**src/rtl/multdiv_pkg.sv**
```systemverilog
// multdiv_pkg
//   Shared definitions for the multicycle MULT/DIV unit: FSM state encoding,
//   operation-select codes and the default datapath width / iteration count.
//   Imported by div_core and mult_div_unit.
package multdiv_pkg;

  localparam int DEFAULT_WIDTH = 32;

  // One Booth step or one quotient bit per clock, so the loop runs WIDTH times.
  localparam int ITER_COUNT = DEFAULT_WIDTH;

  typedef enum logic [1:0] {
    IDLE   = 2'd0,
    MULT   = 2'd1,
    DIV    = 2'd2,
    FINISH = 2'd3
  } state_t;

  typedef enum logic {
    OP_MULT = 1'b0,
    OP_DIV  = 1'b1
  } op_t;

  // Two's complement magnitude; the most negative value maps to 2^(W-1),
  // which is still representable as an unsigned WIDTH-bit number.
  function automatic logic [DEFAULT_WIDTH-1:0] magnitude(input logic [DEFAULT_WIDTH-1:0] v);
    return v[DEFAULT_WIDTH-1] ? (~v + 1'b1) : v;
  endfunction

endpackage

```
**src/rtl/div_core.sv**
```systemverilog
// div_core
//   Unsigned restoring divider step engine. One quotient bit is produced per
//   step; after WIDTH steps quotient/remainder hold the magnitude result.
//   Ports:
//     Clk, reset      clock and synchronous active-high reset
//     load            capture dividend/divisor magnitudes, clear remainder
//     step            perform one shift/trial-subtract/restore step
//     dividend_mag    |dividend|
//     divisor_mag     |divisor|
//     remainder       running (final) remainder magnitude
//     quotient        running (final) quotient magnitude; dividend bits shift
//                     out of the top while quotient bits shift in at the bottom
module div_core
  import multdiv_pkg::*;
#(
  parameter int WIDTH = DEFAULT_WIDTH
) (
  input  logic             Clk,
  input  logic             reset,
  input  logic             load,
  input  logic             step,
  input  logic [WIDTH-1:0] dividend_mag,
  input  logic [WIDTH-1:0] divisor_mag,
  output logic [WIDTH-1:0] remainder,
  output logic [WIDTH-1:0] quotient
);

  logic [WIDTH-1:0] divisor_r;
  logic [WIDTH:0]   shifted;
  logic [WIDTH:0]   trial;

  // Partial remainder shifted left with the next dividend bit, and the trial
  // subtraction. The extra top bit of trial acts as the borrow: set means the
  // divisor did not fit and the shifted value must be kept (restored).
  always_comb begin
    shifted = {remainder, quotient[WIDTH-1]};
    trial   = shifted - {1'b0, divisor_r};
  end

  // Divide by zero is not special-cased: every trial succeeds, so the
  // quotient fills with ones and the dividend ends up in the remainder.
  always_ff @(posedge Clk) begin
    if (reset) begin
      remainder <= '0;
      quotient  <= '0;
      divisor_r <= '0;
    end else if (load) begin
      remainder <= '0;
      quotient  <= dividend_mag;
      divisor_r <= divisor_mag;
    end else if (step) begin
      if (trial[WIDTH]) begin
        remainder <= shifted[WIDTH-1:0];
        quotient  <= {quotient[WIDTH-2:0], 1'b0};
      end else begin
        remainder <= trial[WIDTH-1:0];
        quotient  <= {quotient[WIDTH-2:0], 1'b1};
      end
    end
  end

endmodule

```
**src/rtl/mult_div_unit.sv**
```systemverilog
// mult_div_unit
//   Multicycle signed multiply/divide unit owning the HI/LO registers.
//   MULT uses radix-2 Booth, DIV uses the div_core restoring engine on operand
//   magnitudes followed by a sign fix-up. Latency from the start edge to the
//   result edge is a fixed WIDTH+1 clocks.
//   Ports:
//     Clk, reset              clock (rising edge), synchronous active-high reset
//     start_mult, start_div   start requests, only looked at while idle
//                             (start_mult wins if both are high)
//     op_a, op_b              multiplicand/dividend, multiplier/divisor
//     busy                    operation in progress
//     done                    one-cycle pulse when HI/LO have been updated
//     div_zero                one-cycle pulse with done on divide by zero
//     hi, lo                  MULT: product high/low; DIV: remainder/quotient
//   Configuration macro: MULTDIV_DIVZERO_EN
//     defined   - divide by zero finishes after one clock, flags div_zero and
//                 leaves HI/LO untouched
//     undefined - div_zero is tied low and divide by zero runs the normal
//                 iteration, producing the natural restoring-divider result
module mult_div_unit
  import multdiv_pkg::*;
#(
  parameter int WIDTH = DEFAULT_WIDTH
) (
  input  logic             Clk,
  input  logic             reset,
  input  logic             start_mult,
  input  logic             start_div,
  input  logic [WIDTH-1:0] op_a,
  input  logic [WIDTH-1:0] op_b,
  output logic             busy,
  output logic             done,
  output logic             div_zero,
  output logic [WIDTH-1:0] hi,
  output logic [WIDTH-1:0] lo
);

  localparam int CW = (WIDTH > 1) ? $clog2(WIDTH) : 1;
  localparam logic [CW-1:0] LAST_STEP = CW'(WIDTH - 1);

  state_t           state;
  op_t              op_sel;
  logic [CW-1:0]    counter;

  // Booth registers: acc is one bit wider than the operands so that adding or
  // subtracting a multiplicand of -2^(W-1) can never overflow.
  logic [WIDTH:0]   acc;
  logic [WIDTH:0]   mcand;
  logic [WIDTH-1:0] q;
  logic             q_m1;
  logic [WIDTH:0]   booth_sum;

  logic             neg_quot;
  logic             neg_rem;
  logic             div_load;
  logic             div_step;
  logic [WIDTH-1:0] a_mag;
  logic [WIDTH-1:0] b_mag;
  logic [WIDTH-1:0] rem_mag;
  logic [WIDTH-1:0] quot_mag;
  logic [WIDTH-1:0] rem_signed;
  logic [WIDTH-1:0] quot_signed;

`ifdef MULTDIV_DIVZERO_EN
  logic             dz_pending;
`endif

  // Booth recoding of the multiplier pair {q[0], q-1}: 01 adds, 10 subtracts.
  always_comb begin
    booth_sum = acc;
    case ({q[0], q_m1})
      2'b01:   booth_sum = acc + mcand;
      2'b10:   booth_sum = acc - mcand;
      default: booth_sum = acc;
    endcase
  end

  // Divider hookup. The core is loaded on any accepted divide start (even a
  // by-zero one that will be short-circuited) and steps while in DIV.
  always_comb begin
    a_mag    = magnitude(op_a);
    b_mag    = magnitude(op_b);
    div_load = (state == IDLE) && start_div && !start_mult;
    div_step = (state == DIV);
  end

  div_core #(
    .WIDTH(WIDTH)
  ) u_div_core (
    .Clk          (Clk),
    .reset        (reset),
    .load         (div_load),
    .step         (div_step),
    .dividend_mag (a_mag),
    .divisor_mag  (b_mag),
    .remainder    (rem_mag),
    .quotient     (quot_mag)
  );

  // Quotient truncates toward zero and is negated when the operand signs
  // differ; the remainder follows the dividend's sign. -2^(W-1) / -1 simply
  // wraps back to -2^(W-1).
  always_comb begin
    quot_signed = neg_quot ? (~quot_mag + 1'b1) : quot_mag;
    rem_signed  = neg_rem  ? (~rem_mag  + 1'b1) : rem_mag;
  end

  // Control FSM plus Booth datapath and HI/LO/status registers. Every
  // operation spends WIDTH steps in MULT or DIV and one clock in FINISH,
  // which writes the result and pulses done as it returns to IDLE, so a new
  // start can be taken in the very cycle done is visible.
  always_ff @(posedge Clk) begin
    if (reset) begin
      state    <= IDLE;
      op_sel   <= OP_MULT;
      counter  <= '0;
      busy     <= 1'b0;
      done     <= 1'b0;
      hi       <= '0;
      lo       <= '0;
      acc      <= '0;
      mcand    <= '0;
      q        <= '0;
      q_m1     <= 1'b0;
      neg_quot <= 1'b0;
      neg_rem  <= 1'b0;
`ifdef MULTDIV_DIVZERO_EN
      div_zero   <= 1'b0;
      dz_pending <= 1'b0;
`endif
    end else begin
      done <= 1'b0;
`ifdef MULTDIV_DIVZERO_EN
      div_zero <= 1'b0;
`endif
      case (state)
        IDLE: begin
          counter <= '0;
          if (start_mult) begin
            op_sel <= OP_MULT;
            acc    <= '0;
            mcand  <= {op_a[WIDTH-1], op_a};
            q      <= op_b;
            q_m1   <= 1'b0;
            busy   <= 1'b1;
            state  <= MULT;
`ifdef MULTDIV_DIVZERO_EN
            dz_pending <= 1'b0;
`endif
          end else if (start_div) begin
            op_sel   <= OP_DIV;
            neg_quot <= op_a[WIDTH-1] ^ op_b[WIDTH-1];
            neg_rem  <= op_a[WIDTH-1];
            busy     <= 1'b1;
`ifdef MULTDIV_DIVZERO_EN
            if (op_b == '0) begin
              dz_pending <= 1'b1;
              state      <= FINISH;
            end else begin
              dz_pending <= 1'b0;
              state      <= DIV;
            end
`else
            state <= DIV;
`endif
          end
        end

        // One Booth step: add/subtract, then arithmetic right shift of the
        // concatenation {acc, q, q-1}.
        MULT: begin
          acc     <= {booth_sum[WIDTH], booth_sum[WIDTH:1]};
          q       <= {booth_sum[0], q[WIDTH-1:1]};
          q_m1    <= q[0];
          counter <= counter + 1'b1;
          if (counter == LAST_STEP) begin
            state <= FINISH;
          end
        end

        DIV: begin
          counter <= counter + 1'b1;
          if (counter == LAST_STEP) begin
            state <= FINISH;
          end
        end

        FINISH: begin
          busy  <= 1'b0;
          done  <= 1'b1;
          state <= IDLE;
`ifdef MULTDIV_DIVZERO_EN
          if (dz_pending) begin
            div_zero <= 1'b1;
          end else if (op_sel == OP_MULT) begin
            hi <= acc[WIDTH-1:0];
            lo <= q;
          end else begin
            hi <= rem_signed;
            lo <= quot_signed;
          end
`else
          if (op_sel == OP_MULT) begin
            hi <= acc[WIDTH-1:0];
            lo <= q;
          end else begin
            hi <= rem_signed;
            lo <= quot_signed;
          end
`endif
        end

        default: begin
          state <= IDLE;
          busy  <= 1'b0;
        end
      endcase
    end
  end

`ifndef MULTDIV_DIVZERO_EN
  assign div_zero = 1'b0;
`endif

endmodule

```
**config.mk**
```make
export PLATFORM = sky130hd
export DESIGN_NAME = mult_div_unit
export DESIGN_NICKNAME = d
export VERILOG_FILES = /design/src/rtl/multdiv_pkg.sv /design/src/rtl/div_core.sv /design/src/rtl/mult_div_unit.sv
export SDC_FILE = /design/constraint.sdc
export NUM_CORES = 1
export LEC_CHECK = 0
export ABC_AREA = 1
export CAP_MARGIN = 20
export CORE_UTILIZATION = 45
export DETAILED_ROUTE_END_ITERATION = 8
export SYNTH_ARGS = -nofsm -noshare
export SYNTH_HDL_FRONTEND = slang
export SYNTH_SLANG_ARGS = --single-unit
```
**constraint.sdc**
```tcl
create_clock -name Clk -period 3.6 [get_ports Clk]
set_input_delay 0.72 -clock Clk [delete_from_list [all_inputs] [get_ports Clk]]
set_output_delay 0.72 -clock Clk [all_outputs]
set_load 0.005 [all_outputs]
```
[After elaboration in Yosys (flattened, before gate mapping)]
Index checks and enable logic that the tools add are counted.
Widths: inputs -> output; s select.
Storage, ports and cells
  logic and storage cells: 83
  register bits: 270
Cells by class
  reduce and logical (&&, ||, !) cells: 17
  bitwise gates (word level): 6
  equality and inequality tests: 9
  muxes and demuxes: 27
  add/subtract/negate cells: 8
Operator list (count)
  $mux 32: 10
  $pmux 33 s2: 2
  $add 32x1->32 const B: 4
  $not 32->32: 4
  $pmux 32 s2: 1
  $add 33x33->33: 1
  $mux 33: 1
  $sub 33x32->33: 1
  $sub 33x33->33: 1
  $pmux 5 s2: 1
  $reduce_and 2->1: 5
  $reduce_bool 2->1: 5
  $eq 2x2->1 const B: 3
  $mux 1: 6
  $mux 2: 3
  $pmux 2 s3: 1
  $add 5x1->5 const B: 1
  $eq 5x5->1 const B: 1
  $eq 2x1->1 const B: 2
  $pmux 1 s2: 2
  $reduce_or 2->1: 2
  $ne 3x3->1 const B: 1
  $reduce_and 3->1: 1
  $logic_and 1x1->1: 2
  other kinds (6): 6

[Depth between registers and ports, before layout]
Gate-level depths: netlist of the first run.
  word-level depth: 4
  mapped depth: 25
  depth with buffers taken out: 25

[Cells and area by module]
From an unflattened synthesis of the first run, not the netlist that was laid out.
Unflattened totals
  cell total of the unflattened synthesis: 3512
  area, all modules: 20821.2 um^2
By module, submodules not included
  mult_div_unit: times used 1, area an instance 13989.7 um^2, cells each 2352
  div_core: times used 1, area an instance 6831.6 um^2, cells each 1160

[Worst setup path after synthesis of the first run]
No wires, ideal clock.
  path kind: register to register
  start: register mcand[0]
  end: register acc[30]
  path slack: 755 ps
  buffers on the path: 0
  arrival time: 2712 ps
  stages on the path, launching flop included: 23
  cell sequence: dfxtp_1 inv_1 ha_1 nand3_1 nor2_1 nand2_1 nor2_1 inv_1 nor2_1 nand2_1 o21ai_0 nand2_1 xor2_1 ha_1 a21o_1 a21oi_1 nand2_1 a21oi_1 nand2_1 nand2_1 nand3_1 nand2_1 a21oi_1
Between the ends
  cells in the longest elaborated chain, start to end: 3
  elaborated cells between the ends (all ways): 4
  those cells by class: add/sub (2); mux (2)
RTL lines
  start: declaration: line mult_div_unit.sv:48  | logic [WIDTH:0] mcand;
  start signal: assignment: line mult_div_unit.sv:142  | mcand <= {op_a[WIDTH-1], op_a};
  $sub 33x33->33 / $add 33x33->33 (equally long branches): line mult_div_unit.sv:73, mult_div_unit.sv:72
  $pmux 33 s2 (*): line mult_div_unit.sv:71  | case ({q[0], q_m1})
  $pmux 33 s2 (*): line mult_div_unit.sv:136  | case (state)
  end signal: assignment: line mult_div_unit.sv:172  | acc <= {booth_sum[WIDTH], booth_sum[WIDTH:1]};
  end: declaration: line mult_div_unit.sv:47  | logic [WIDTH:0] acc;
Every way passes the cells marked *; elsewhere a longest branch is shown, timed or not.
A chain may end at the register's enable or synchronous reset.

[Worst setup path in the final report of the first run]
  start: register mcand[2]
  end: register acc[31]
Same word-level chain as after synthesis.

==> metrics.cfg, run 1 <==
[run_status]
status = finished, final reports clean

[synthesis]
yosys_warnings = 0
synth-edff-count = 0
yosysUniqueCellTypes = 49
async_flop_share_pct = 0
syn_area_per_cell_sq_um = 5.89
synth_seq_area_share_pct = 26.1
synth_flop_cell = dfxtp_1
synth_fp_nets = 3645
synthesis.instances = 3498
synth.cell_area_sq_mm = 0.0206
yosys_register_bits = 269

[placement]
gp_congestion = 0.962
port_buffers = 133
place_ws_ns = 0.127
hpwl_mm = 59.8

[die]
num_rows = 78
initial_core_util_pct = 45.5
design.core.area_sq_mm = 0.0453
dieArea_sq_mm = 0.0467
die_x_um = 216
io_pins = 135
die_h_um = 216

[setup_path]
cp.arrival_ns = 3.71
rr_startpoint = mcand[2]$_SDFFE_PP0P_
reg2reg_depth = 23
worstPathRequired_ns = 4.01
path_max_fanout = 5
r2r_end = acc[31]$_SDFFE_PP0P_
cp_slowest_cell = or2_2
critPathLaunchType = flip-flop
cp_cell_sequence = inv_1, nand3_1, nor2_1, nand4_1, or2_2, o21ai_2, o21a_1, buf_4, nand2_1, nand2_1, nand2_1, ha_4, nand2_1, nor3_2, nand2_1, inv_1, nand2_1, nand2_1, a21oi_1, inv_1, nand2_1, nand3_1, a21oi_1
r2r_slack_ns = 0.30
slowest_delay_ns = 0.36
cpMostUsedCell = nand2_1
crit_type = flip-flop to flip-flop
end_kind = flip-flop
crit_buf_inv = 4
crit_family = simple AND/OR/NAND/NOR gates

[final_layout]
final_util_pct = 52.5
drive_gt1_share_pct = 5.13
layout.nets = 3711
area_delta_synth_final_pct = 15.2
layout_commonest_cell = nand2_1
diodes = 0
final_cell_mix = nand2_1 (1,001), inv_1 (470), a21oi_1 (327)

[power_and_ir_drop]
powerDensity_mw_per_mm2 = 1020
p_leak_nw = 10.9
p_total_w = 0.0241
ir_drop_v = 0.000977

[sta]
fmax_mhz = 303
finalSetupTns_ns = 0
slew_headroom_pct = 31.9
report.final.slew_viol_count = 0
layout_setup_ws_ns = 0.300
tightest_slew_ns = 1.02
hold_viol_final = 0
finalCritPeriodShare_pct = 91.7
setup_viol = 0
holdWs_ns = 0.465
rsz0062_at_grt = no
min_period_ns = 3.30
clock_skew_ns = 0.0202

[min_path]
hold-path-cell-count = 2
hold_class = flip-flop to flip-flop
hp-start = hi[21]$_SDFFE_PP0P_
min_to = hi[21]$_SDFFE_PP0P_

[global_routing]
grt_pass1_wl_mm = 118
grt-ovfl-total = 0
antenna_found_initial = 0
track_usage_pct = 31.9
grt_pass1_vias = 20800
grt_max_degree = 78

[clocking]
clkTransAtPathRegs_ns = 0.06
cts_buffer_depth = 3
ctsHtreeMaxLevel = 2
clk-insertion-delay-late_ns = 0.57
clock_sinks = 269
ctsRootBufferMaster = clkbuf_16
cts_buffers = 34
cts_tree = built

[routing]
drt_pass1_iterations = 6
wl_per_cell_um = 18.1
drcViolationCount = 0
viasPerCell = 5.50
drt_iter0_drc = 2190
ant_nets = 0
wl_mm = 75.9
vias = 23000

[flow_run]
drv_cap = 0

through the flow:
stage	cell area, sq um	std cells
floorplan	20600	3498
global placement	22400	4125
detailed placement	22400	4125
CTS	23500	4184
global route	23800	4187
finish	23800	4187
power breakdown:
group | switching, W | leakage, nW | total [W] | internal (W)
Combinational | 0.0112 | 8.13 | 0.0163 | 0.00516
Sequential | 0.000734 | 2.19 | 0.00432 | 0.00358
Clock | 0.00147 | 0.537 | 0.00349 | 0.00202
Total | 0.0134 | 10.9 | 0.0241 | 0.0108
sequential cells by signal (all words and copies together) (netlist names):
| signal | count |
|---|---|
| acc | 32 |
| hi | 32 |
| lo | 32 |
| mcand | 32 |
| q | 32 |
| u_div_core.divisor_r | 32 |
| u_div_core.quotient | 32 |
| u_div_core.remainder | 32 |
| counter | 5 |
| state | 2 |
| busy | 1 |
| done | 1 |
| neg_quot | 1 |
| neg_rem | 1 |
| op_sel | 1 |
| q_m1 | 1 |
logic make-up (layout without fill, tap and decap cells):
group,Yosys count,in the layout,synth area share (%)
AND/OR/NAND/NOR,1738,1738,35.3
AO/OA/AOI/OAI,706,706,18.7
buffers and inverters,626,715,11.7
flip-flops,269,269,26.1
adder cells (fa/ha/maj),79,79,4.87
XOR/XNOR,79,79,3.36
other,1,1,0.0182
final cells by class:
class	count	area (sq um)
fill	4778	21500
multi-input combinational	2603	13100
sequential	269	5390
inverter	483	1810
timing repair buffer	173	1640
clock buffer	43	905
tap	600	751
clock inverter	16	201
worst max-delay path by stage:
stage                          startpoint                    to  slack (ns)  depth (start not counted)
floorplan           mcand[0]$_SDFFE_PP0P_  acc[30]$_SDFFE_PP0P_        0.76                         22
global placement    mcand[0]$_SDFFE_PP0P_  acc[26]$_SDFFE_PP0P_        0.22                         22
detailed placement  mcand[0]$_SDFFE_PP0P_  acc[27]$_SDFFE_PP0P_        0.13                         24
CTS                 mcand[0]$_SDFFE_PP0P_  acc[27]$_SDFFE_PP0P_        0.10                         24
global route        mcand[2]$_SDFFE_PP0P_  acc[31]$_SDFFE_PP0P_        0.01                         23
finish              mcand[2]$_SDFFE_PP0P_  acc[31]$_SDFFE_PP0P_        0.30                         23
layer usage:
metal	global-route usage, %	vias up	wire [um]
met3	3.82	114	4740
met4	8.45	0	1920
met5	0	-	0
met1	45.2	10700	35300
met2	51.0	792	34000
li1	-	11500	-
tightest hold or removal path: cells and delay by family, from the launching register on:
| kind | cells | cell delay, ns |
|---|---|---|
| flip-flops | 1 | 0.31 |
| AND/OR/NAND/NOR | 1 | 0.06 |
| AO/OA/AOI/OAI | 1 | 0.06 |
Yosys cell counts, types with 35 or more instances:
| cell | n | area share (%) |
|---|---|---|
| nand2_1 | 1007 | 18 |
| clkbuf_1 | 113 | 2.1 |
| dfxtp_1 | 269 | 26 |
| o21ai_0 | 219 | 5.3 |
| a21oi_1 | 334 | 8.1 |
| nand4_1 | 35 | 1.1 |
| nor2_1 | 325 | 5.9 |
| a31oi_1 | 59 | 1.8 |
| xor2_1 | 56 | 2.4 |
| ha_1 | 77 | 4.7 |
| nand3_1 | 246 | 6.0 |
| nor3_1 | 48 | 1.2 |
| inv_1 | 472 | 8.6 |
repair_timing:
action | 4_1_cts | 5_1_grt
hold buffers | 0 | 0
setup buffers | 0 | 3
setup endpoints to repair | 0 | 15
resized for setup | 0 | 49
No activity file was read; power rests on OpenSTA's default activity.
==> run 2: changes to the inputs <==
--- a/config.mk
+++ b/config.mk
@@ -7,8 +7,10 @@
 export LEC_CHECK = 0
 export ABC_AREA = 1
 export CAP_MARGIN = 20
+export CORE_MARGIN = 5
 export CORE_UTILIZATION = 45
 export DETAILED_ROUTE_END_ITERATION = 8
+export HOLD_SLACK_MARGIN = 0.15
 export SYNTH_ARGS = -nofsm -noshare
 export SYNTH_HDL_FRONTEND = slang
 export SYNTH_SLANG_ARGS = --single-unit
==> metrics.cfg, run 2 (synthesis results as in run 1) <==
[clocking]
ctsRootBufferMaster = clkbuf_16
clk-insertion-delay-late_ns = 0.57  ; about the same
ctsHtreeMaxLevel = 2  ; unchanged
clkTransAtPathRegs_ns = 0.06  ; about the same
cts_buffer_depth = 3  ; unchanged
cts_hold_buf = 0  ; unchanged
cts_buffers = 34  ; unchanged
cts_tree = built
clock_sinks = 269  ; unchanged

[setup_path]
critPathLaunchType = flip-flop
crit_type = flip-flop to flip-flop
slowest_delay_ns = 0.37  ; about the same
crit_buf_inv = 2  ; -2
r2r_slack_ns = 0.29  ; about the same
cp_cell_sequence = inv_1, ha_1, nand3_2, nor2_2, nand2_1, nor2_1, inv_1, nor2_1, nand2_1, nand2_1, o21ai_0, xor2_1, ha_2, nand2_2, nor2_1, o21ai_0, nand3_1, nor2_2, nand2_1, nand2_1, nand3_1, nand2_1, a21oi_1
reg2reg_depth = 23  ; unchanged
rr_startpoint = mcand[1]$_SDFFE_PP0P_
worstPathRequired_ns = 4.01  ; about the same
cpMostUsedCell = nand2_1
end_kind = flip-flop
r2r_end = acc[27]$_SDFFE_PP0P_
crit_path_end = acc[27]$_SDFFE_PP0P_
crit_family = simple AND/OR/NAND/NOR gates
cp_num_cells = 23  ; unchanged
startpoint = mcand[1]$_SDFFE_PP0P_
path_max_fanout = 5  ; unchanged
cp.arrival_ns = 3.72  ; about the same
cp_slowest_cell = ha_2

[placement]
place_ws_ns = 0.186  ; +0.0589 ns
hpwl_mm = 60.2  ; +0.72%
port_buffers = 133  ; unchanged
place.detailed.instances = 4127  ; +0.048%
gp_congestion = 0.985  ; +2.4%

[die]
io_pins = 135  ; unchanged
die_x_um = 224  ; +3.7%
die_h_um = 224  ; +3.7%
num_rows = 78  ; unchanged
dieArea_sq_mm = 0.0502  ; +7.5%
initial_core_util_pct = 45.4  ; -0.098 points
design.core.area_sq_mm = 0.0454  ; +0.22%

[routing]
viasPerCell = 5.45  ; -0.95%
wl_mm = 75.9  ; about the same
ant_nets = 0  ; unchanged
drt_pass1_iterations = 6  ; unchanged
drcViolationCount = 0  ; unchanged
vias = 22800  ; -0.91%
drt_iter0_drc = 2119  ; -3.2%
wl_per_cell_um = 18.1  ; -0.11%

[global_routing]
grt_max_degree = 78  ; unchanged
antenna_found_initial = 0  ; unchanged
grt_pass1_wl_mm = 118  ; +0.45%
grt_pass1_vias = 21400  ; +2.7%
grt-ovfl-total = 0  ; unchanged
track_usage_pct = 29.2  ; -2.7 points

[min_path]
hold_class = flip-flop to flip-flop

[final_layout]
fill_cells = 4791  ; +0.27%
area_delta_synth_final_pct = 15.2  ; about the same
final_cell_mix = nand2_1 (1,006), inv_1 (470), a21oi_1 (326)
layout.nets = 3714  ; +0.081%
multi_input_area_sq_mm = 0.0130  ; -0.56%
diodes = 0  ; unchanged
drive_gt1_share_pct = 5.10  ; -0.031 points
layout_commonest_cell = nand2_1
final_util_pct = 52.3  ; -0.12 points
regArea_sq_mm = 0.00539  ; unchanged
instances_no_fill = 4189  ; +0.048%

[sta]
finalCritPeriodShare_pct = 92.0  ; +0.38 points
setup_viol = 0  ; unchanged
hold_viol_final = 0  ; unchanged
clock_skew_ns = 0.0293  ; +0.00902 ns
slew_headroom_pct = 37.7  ; +5.8 points
min_period_ns = 3.31  ; +0.0136 ns
layout_setup_ws_ns = 0.287  ; -0.0136 ns
tightest_slew_ns = 0.929  ; -0.0884 ns
report.final.slew_viol_count = 0  ; unchanged
fmax_mhz = 302  ; -0.41%

[run_status]
status = finished, final reports clean

[flow_run]
drv_cap = 0  ; unchanged

[power_and_ir_drop]
ir_drop_v = 0.00125  ; +28%
powerDensity_mw_per_mm2 = 1020  ; +0.12%
p_leak_nw = 10.9  ; +0.43%
p_total_w = 0.0242  ; +0.11%

==> run 2: cell types whose count changed in the layout (fill, tap and decap cells not counted), moves of 4 or more <==
cell / delta
clkbuf_1: -4
clkbuf_8: +8
ha_2: +4
ha_4: -5
nand2_1: +5
nand2_2: -5
==> run 2: area by class of cell <==
type	count	share of cell area, %
inverters	483	7.64
well taps	600	3.16
clock inverters	11	0.564
multi-input cells	2603	54.7
repair buffers	176	7.09
clock buffers	47	4.21
flip-flops and latches	269	22.7
==> run 2: what timing repair did <==
action | in CTS | in global routing
buffers inserted | 0 | 2
setup endpoints to repair | 0 | 14
gates resized for setup | 0 | 39
==> run 2: metrics by stage <==
step | TNS [ns] | instance area (sq um) | hold slack, ns
CTS | 0 | 23600 | 0.463
global route | -0.0214 | 23800 | 0.482
global placement | 0 | 22400 | 0.446
floorplan | 0 | 20600 | 0.441
detailed placement | 0 | 22400 | 0.455
finish | 0 | 23800 | 0.462
==> run 2: worst min-delay path by stage <==
| stage | endpoint | startpoint | cells after the start | slack, ns |
|---|---|---|---|---|
| floorplan | counter[4]$_SDFFE_PP0P_ | counter[4]$_SDFFE_PP0P_ | 2 | 0.44 |
| global placement | counter[4]$_SDFFE_PP0P_ | counter[4]$_SDFFE_PP0P_ | 2 | 0.45 |
| detailed placement | counter[4]$_SDFFE_PP0P_ | counter[4]$_SDFFE_PP0P_ | 2 | 0.46 |
| CTS | counter[4]$_SDFFE_PP0P_ | counter[4]$_SDFFE_PP0P_ | 2 | 0.46 |
| global route | hi[30]$_SDFFE_PP0P_ | hi[30]$_SDFFE_PP0P_ | 2 | 0.48 |
| finish | q_m1$_SDFFE_PP0P_ | q_m1$_SDFFE_PP0P_ | 2 | 0.46 |
==> run 2: layer usage <==
metal  vias to the layer above  GRT usage [%]  wire length, um
met1                     10400           41.4            35200
met3                       150           4.19             4820
met2                       778           45.9            33400
li1                      11500              -                -
met5                         -              0                0
met4                         0           9.29             2430
==> run 2: power breakdown <==
group          total (W)  switching (W)  internal [W]
clock network    0.00348        0.00144       0.00204
registers        0.00432       0.000732       0.00358
logic             0.0164         0.0112       0.00514
==> run 2: tightest hold or removal path: stages, from the launching register on <==
cell	delay [ns]
dfxtp_1	0.31
nand2_1	0.06
a21oi_1	0.05
